[src/rtl/mem_1rw_masked.sv]
// Behavioural single-port RAM with per-lane write mask, configurable read latency,
// selectable write-port read-back behaviour and an optional post-reset zeroing sweep.
module mem_1rw_masked #(
   parameter int unsigned DEPTH        = 48,
   parameter int unsigned WIDTH        = 64,
   parameter int unsigned MASK_GRAN    = 8,
   parameter int unsigned READ_LATENCY = 1,
   parameter int unsigned WRITE_MODE   = 0,
   parameter int unsigned INIT_ZERO    = 1,
   localparam int unsigned AW          = (DEPTH > 2) ? $clog2(DEPTH) : 1,
   localparam int unsigned MW          = WIDTH / MASK_GRAN
) (
   input  logic             RW0_clk,
   input  logic             RW0_rst,
   input  logic [AW-1:0]    RW0_addr,
   input  logic             RW0_en,
   input  logic             RW0_wmode,
   input  logic [MW-1:0]    RW0_wmask,
   input  logic [WIDTH-1:0] RW0_wdata,
   output logic [WIDTH-1:0] RW0_rdata,
   output logic             RW0_rvalid,
   output logic             RW0_ready
);

   typedef enum logic [0:0] {StInit, StRun} state_e;

   state_e          state_q, state_d;
   logic [AW-1:0]   cnt_q, cnt_d;

   logic [WIDTH-1:0] mem_q [DEPTH];

   logic             accept;
   logic             addr_ok;
   logic             init_wr;
   logic             mem_we;
   logic [WIDTH-1:0] rd_word;
   logic [WIDTH-1:0] merged;
   logic             acc_vld;
   logic [WIDTH-1:0] acc_data;

   logic             vld_q  [READ_LATENCY];
   logic [WIDTH-1:0] dat_q  [READ_LATENCY];
   logic             vld_in [READ_LATENCY];
   logic [WIDTH-1:0] dat_in [READ_LATENCY];

   // ---------------------------------------------------------------- control FSM
   always_ff @(posedge RW0_clk or posedge RW0_rst) begin
      if (RW0_rst) begin
         state_q <= (INIT_ZERO != 0) ? StInit : StRun;
         cnt_q   <= '0;
      end else begin
         state_q <= state_d;
         cnt_q   <= cnt_d;
      end
   end

   always_comb begin
      state_d = state_q;
      cnt_d   = cnt_q;
      case (state_q)
         StInit: begin
            cnt_d = cnt_q + AW'(1);
            if (cnt_q == AW'(DEPTH - 1)) begin
               state_d = StRun;
               cnt_d   = '0;
            end
         end
         StRun:   state_d = StRun;
         default: state_d = StRun;
      endcase
   end

   assign RW0_ready = (state_q == StRun);

   // ---------------------------------------------------------------- access decode
   assign accept  = RW0_en && RW0_ready;
   assign addr_ok = 32'(RW0_addr) < DEPTH;
   assign rd_word = addr_ok ? mem_q[RW0_addr] : '0;

   always_comb begin
      merged = rd_word;
      for (int i = 0; i < int'(MW); i++) begin
         if (RW0_wmask[i]) begin
            merged[i*MASK_GRAN +: MASK_GRAN] = RW0_wdata[i*MASK_GRAN +: MASK_GRAN];
         end
      end
   end

   // Reset gates array writes so a held reset never disturbs stored contents.
   assign init_wr = !RW0_rst && (state_q == StInit);
   assign mem_we  = !RW0_rst && accept && RW0_wmode && addr_ok;

   always_ff @(posedge RW0_clk) begin
      if (init_wr) begin
         mem_q[cnt_q] <= '0;
      end else if (mem_we) begin
         mem_q[RW0_addr] <= merged;
      end
   end

   assign acc_vld  = accept && (!RW0_wmode || (WRITE_MODE != 2));
   assign acc_data = (RW0_wmode && (WRITE_MODE == 1)) ? (addr_ok ? merged : '0) : rd_word;

   // ---------------------------------------------------------------- read pipeline
   always_comb begin
      vld_in[0] = acc_vld;
      dat_in[0] = acc_data;
      for (int i = 1; i < int'(READ_LATENCY); i++) begin
         vld_in[i] = vld_q[i-1];
         dat_in[i] = dat_q[i-1];
      end
   end

   // Final stage data only moves on a valid beat, so rdata holds between pulses.
   always_ff @(posedge RW0_clk or posedge RW0_rst) begin
      if (RW0_rst) begin
         for (int i = 0; i < int'(READ_LATENCY); i++) begin
            vld_q[i] <= 1'b0;
            dat_q[i] <= '0;
         end
      end else begin
         for (int i = 0; i < int'(READ_LATENCY); i++) begin
            vld_q[i] <= vld_in[i];
            if ((i < int'(READ_LATENCY) - 1) || vld_in[i]) begin
               dat_q[i] <= dat_in[i];
            end
         end
      end
   end

   assign RW0_rdata  = dat_q[READ_LATENCY-1];
   assign RW0_rvalid = vld_q[READ_LATENCY-1];

endmodule

[config.mk]
export PLATFORM = sky130hd
export DESIGN_NAME = mem_1rw_masked
export DESIGN_NICKNAME = d
export VERILOG_FILES = /design/src/rtl/mem_1rw_masked.sv
export SDC_FILE = /design/constraint.sdc
export NUM_CORES = 2
export LEC_CHECK = 0
export BUFFER_PORTS_ARGS = -buffer_cell sky130_fd_sc_hd__buf_2
export CORE_MARGIN = 2
export CORE_UTILIZATION = 30
export CTS_BUF_LIST = sky130_fd_sc_hd__clkbuf_4 sky130_fd_sc_hd__clkbuf_8
export CTS_CLUSTER_DIAMETER = 40
export CTS_CLUSTER_SIZE = 24
export DETAILED_ROUTE_END_ITERATION = 12
export PLACE_DENSITY = 0.4
export REMOVE_ABC_BUFFERS = 1
export SETUP_SLACK_MARGIN = 0.02
export SLEW_MARGIN = 15
export SYNTH_ARGS = -nofsm -noshare
export SYNTH_HDL_FRONTEND = slang
export SYNTH_SLANG_ARGS = --single-unit
export TNS_END_PERCENT = 5
[constraint.sdc]
create_clock -name RW0_clk -period 6.07 [get_ports RW0_clk]
set_input_delay 0.9105 -clock RW0_clk [delete_from_list [all_inputs] [get_ports RW0_clk]]
set_output_delay 0.9105 -clock RW0_clk [all_outputs]
set_load 0.01 [all_outputs]
== Word-level counts from Yosys, hierarchy flattened ==
Memory sizes are Yosys's and may differ from the RTL's.
Index checks and enable logic that the tools add are counted.

* Word-level logic and storage cells: 36
* Latch bits: 0
* ROM bits: 0
* Register bits: 72
* Memories kept: 1
* Bits in writable memories: 3072

* Order comparisons: 1
* Reductions and logical operators: 7
* Divide/modulo/power cells: 0
* $mul: 0
* Equality and inequality tests: 1
* Mux-type cells: 20
* Add/sub/neg operators: 1
* Shift operators: 0
* Bitwise logic cells: 1

{| class="wikitable"
|+ Memory list
! memory !! words !! bits a word !! rd ports !! clocked after Yosys merged registers in !! write ports !! line !! source
|-
| mem_q || 48 || 64 || 1 || 0 || 1 || 30 || <nowiki>logic [WIDTH-1:0] mem_q [DEPTH];</nowiki>
|}

{| class="wikitable"
|+ Operators with widths
! kind !! count
|-
| 64-bit two-way mux || 2
|-
| 8-bit two-way mux || 8
|-
| 64-bit OR reduction || 1
|-
| 6-bit two-way mux || 2
|-
| 1-bit two-way mux || 7
|-
| 6-bit by 1-bit adder with 6-bit output, second input constant || 1
|-
| 6-bit equality test, second input constant || 1
|-
| 6-bit < comparator, second input constant || 1
|-
| 1-bit logical AND || 5
|-
| 1-bit case mux with 2 select lines || 1
|-
| 1-bit zero test || 1
|-
| 1-bit inverter || 1
|}

== Depth between registers and ports, before layout ==
* Word-level depth: 9
* Depth in mapped cells: 12
* Depth with buffers taken out: 6

== Worst setup path before layout ==
Ideal clock, no wire load.

* Kind: in2reg
* From: input port RW0_addr[1]
* To: memory mem_q[2][0] (enable)
* Setup slack: 503 ps
* Arrival time: 5080 ps
* Library setup time: 487 ps
* Cell stages on the path: 9
* Cells stage by stage: buf_2 > buf_2 > buf_2 > buf_2 > buf_2 > mux2i_1 > nor2_1 > o21ai_0 > nor2_1

* Cells in the longest elaborated chain, start to end: 7
* Elaborated cells between the ends (all ways): 8
* Classes of those cells: order compare (1); mux (5); reduce/logical (2)

{| class="wikitable"
|+ Ends and longest elaborated chain
! item !! line !! source
|-
| start: declaration || 15 || <nowiki>input logic [AW-1:0] RW0_addr,</nowiki>
|-
| 6-bit < comparator || 77 || <nowiki>assign addr_ok = 32'(RW0_addr) < DEPTH;</nowiki>
|-
| 1-bit logical AND || 91 || <nowiki>assign mem_we = !RW0_rst && accept && RW0_wmode && addr_ok;</nowiki>
|-
| 1-bit two-way mux || 96 || <nowiki>end else if (mem_we) begin</nowiki>
|-
| 1-bit two-way mux || 94 || <nowiki>if (init_wr) begin</nowiki>
|-
| 1-bit two-way mux (implied by the code) || 97 || <nowiki>mem_q[RW0_addr] <= merged;</nowiki>
|-
| 64-bit OR reduction (no line) || n/a ||
|-
| 6-bit two-way mux (no line) or 1-bit two-way mux (tied branches) || n/a ||
|-
| end: declaration || 30 ||
|}

Several ways; a longest one is shown, not always the timed one.

== Worst setup path in the final report ==
* From: register state_q (netlist: RW0_ready)
* To: memory mem_q[28][8] (enable)

* Cells in the longest elaborated chain, start to end: 9
* Elaborated cells between the ends (all ways): 14
* Classes of those cells: mux (7); bitwise (1); reduce/logical (6)

{| class="wikitable"
|+ Ends and longest elaborated chain
! item !! line !! source
|-
| start: declaration || 27 || <nowiki>state_e state_q, state_d;</nowiki>
|-
| start signal: assignment || 49 || <nowiki>state_q <= (INIT_ZERO != 0) ? StInit : StRun;</nowiki>
|-
| start signal: assignment || 52 || <nowiki>state_q <= state_d;</nowiki>
|-
| 1-bit logical AND || 76 || <nowiki>assign accept = RW0_en && RW0_ready;</nowiki>
|-
| 1-bit logical AND (3 in a row) || 91 ||
|-
| 1-bit two-way mux || 96 ||
|-
| 1-bit two-way mux || 94 ||
|-
| 1-bit two-way mux (implied by the code) || 97 ||
|-
| 64-bit OR reduction (no line) || n/a ||
|-
| 6-bit two-way mux (no line) or 1-bit two-way mux (tied branches) || n/a ||
|}

Several ways; a longest one is shown, not always the timed one.

==> run metrics <==
fin util 0.355; final setup vio count 0; Core Footprint 0.403 mm2; min-delay worst type input port to flop; First-pass DRT Iterations 5; minimum clock period 4.95 ns; vias in the first global route 64900; Area growth syn-to-layout 17.6%; via count 62700; GP Congestion 0.741; crit path max fanout 24; Cell Count, Final, Fillers Out 12200; die height 641 um; Root Buffer clkbuf_8; Max Transition Viols Final 0; Int Power 35.7 mW; Synth area leader edfxtp_1; Switching Share 0.233; max-capacitance violation count 0; die area 0.411 mm2; Synth area leaders edfxtp_1 (76%), mux4_2 (13%), mux2i_1 (3.2%); commonest non-fill, non-tap cell in the layout edfxtp_1; number of placed instances, taps included 11200; setup_tns 0 ns; sequential element share of the synthesized area 0.773; pre-CTS setup slack 0.839 ns; PwrDens 326 mW/mm2; fin nets 6437; CTS tree built; synth unique cells 70; starting density of the core 0.302; Leak 52.4 nW; gr ovfl total 0; ys flop type edfxtp_1; # DRC 0; first-pass GRT wire length 571 mm; I/O pins 148; initial antenna violation count 27; drt total wl 425 mm; CTS sink count 3144; die width 641 um; Clock Path Buffers 4; Setup crit start kind flop; final hold violation count 0; cts bufs inserted 519; worst setup margin 1.12 ns; YS warnings 0; Fillers 37700; Post-Synthesis Cells 5672; r2r startpoint RW0_ready; CTS H-tree depth 6; Critical Path Sink Type flop; Max Fclk 0.202 GHz; share of synthesized registers carrying an async set or reset 0.0229; synthesized area per cell 21.5 um2; Rel. slew slack 0.219; commonest cells after routing, fill and taps aside edfxtp_1 (3072), mux4_2 (676), clkbuf_8 (536); Yosys reg bits 3144; Psw 10.9 mW; critical path class flop to flop; Clk Latency, worst-skew pair 1.18 ns; cells on worst reg2reg path 6; Worst Hold Endpoint mem_q[22][25]; clk_skew 0.0769 ns; FF-to-FF End mem_q[28][8]; hold depth 3; Mapped Area 0.122 mm2; Detail Route Antenna Nets 0; largest net degree at the start of global routing 78; Slew @ Worst Pin 1.17 ns; clock power share 0.453; post-DP HPWL 234 mm; Critical Path AT 5.73 ns; Rows 233; WL/cell 34.9 um; EDFF count, synth 3072; Comb power frac 0.039; IO buf count 147; R2R setup slack 1.12 ns; status complete, no violations; GRT Util Overall 0.204; Final period util 0.815; Via-to-Cell Ratio 5.15; RSZ-0062 raised after global routing no; VDD IR max 194 uV; WP data required 6.85 ns; post-synth top area share 0.758; min-delay src RW0_wdata[25]; layout cell share with drive strength beyond 1 0.332; Flop pwr share 0.508; initial DRC count 6822; Worst-path clk slew 0.07 ns
## sequential cells by signal, summed over array words and instances (netlist names)
name / count
RW0_ready: 1
RW0_rvalid: 1
RW0_rdata: 64
mem_q: 3072
cnt_q: 6
## how the worst max path moves through the flow
stage / start / end / slack [ns] / cells past startpoint
3_5_place_dp: RW0_rst / mem_q[34][58] / 0.84 / 8
6_report: RW0_ready / mem_q[28][8] / 1.12 / 6
2_1_floorplan: RW0_rst / mem_q[3][0] / -0.81 / 5
5_1_grt: RW0_ready / mem_q[34][31] / 1.11 / 7
4_1_cts: RW0_ready / mem_q[34][31] / 1.03 / 7
3_3_place_gp: RW0_rst / mem_q[34][31] / 0.84 / 8
## layout make-up
cell class | instances | area [um2] | share of cell area
Multi-Input combinational cell | 2189 | 26200 | 0.183
Timing Repair Buffer | 483 | 4380 | 0.0306
Clock inverter | 354 | 3870 | 0.0270
Tap cell | 5405 | 6760 | 0.0472
Sequential cell | 3144 | 94100 | 0.657
Antenna cell | 4 | 10.0 | 0.0000699
Inverter | 17 | 88.8 | 0.000621
Clock buffer | 594 | 7810 | 0.0546
## power by group through the flow
| stage | combinational [mW] | sequential [mW] | clock (mW) |
|---|---|---|---|
| 6_report | 1.83 | 23.7 | 21.1 |
| 5_1_grt | 1.93 | 23.7 | 22.5 |
| 4_1_cts | 1.87 | 23.7 | 21.6 |
| 3_5_place_dp | 1.87 | 24.2 | 0 |
| 3_3_place_gp | 1.87 | 24.2 | 0 |
| 2_1_floorplan | 0.692 | 24.2 | 0 |
## logic make-up after synthesis
kind of cell | after synthesis | synth area share
fa+ha+maj | 1 | 0.000103
simple gates | 546 | 0.0191
flops | 3144 | 0.773
buf+inv | 339 | 0.0183
xor+xnor | 1 | 0.0000720
mux | 1096 | 0.160
compound gates | 545 | 0.0298
## critical path: stages, from the launching register on
cell	delay, ns
dfrtp_1	0.72
nand4b_1	0.89
nand2b_2	0.70
o31a_1	0.48
nand2b_1	0.41
nor2_4	0.93
buf_12	0.30
## cells in the mapped netlist (4+ instances only)
library cell / n
o31ai_1: 5
clkbuf_1: 118
nand2_1: 314
o21ba_2: 4
a221oi_2: 4
dfrtp_1: 72
buf_12: 14
mux2_2: 33
a211oi_2: 6
o21ai_0: 117
a32oi_1: 47
buf_4: 36
a22oi_1: 87
buf_6: 38
o21ai_1: 20
edfxtp_1: 3072
o2111ai_1: 5
a221oi_1: 24
buf_2: 79
buf_8: 19
nor2b_1: 10
a31o_2: 8
and2_1: 10
nor3_1: 15
inv_1: 12
o22ai_1: 26
or2_2: 4
a21oi_1: 105
and3_1: 9
buf_1: 18
mux2i_1: 387
nand3_1: 61
mux4_2: 676
nand2b_1: 15
o211ai_1: 4
a22o_1: 8
a31oi_1: 47
nand4_1: 8
nor2_1: 89
## per-stage QoR
stage / instance area [um2] / hold WS [ns] / power (mW)
CTS: 143000 / 0.198 / 47.2
finish: 143000 / 0.361 / 46.6
floorplan: 120000 / 0.484 / 24.9
global placement: 131000 / 0.457 / 26.0
detailed placement: 131000 / 0.460 / 26.0
global route: 143000 / 0.271 / 48.2
## metal layers
layer | up-vias | global-route usage | wire [um]
li1 | 25200 | - | -
met1 | 34900 | 0.281 | 186000
met2 | 2088 | 0.338 | 206000
met3 | 510 | 0.0313 | 22700
met4 | 0 | 0.0493 | 10100
met5 | - | 0 | 0
## timing repair
item	CTS	global route
endpoints found under the hold margin	40	0
hold buffers	1	0
gates resized for setup	0	0
buffers inserted	0	0
Note: power is estimated with default switching activity, not from simulation.
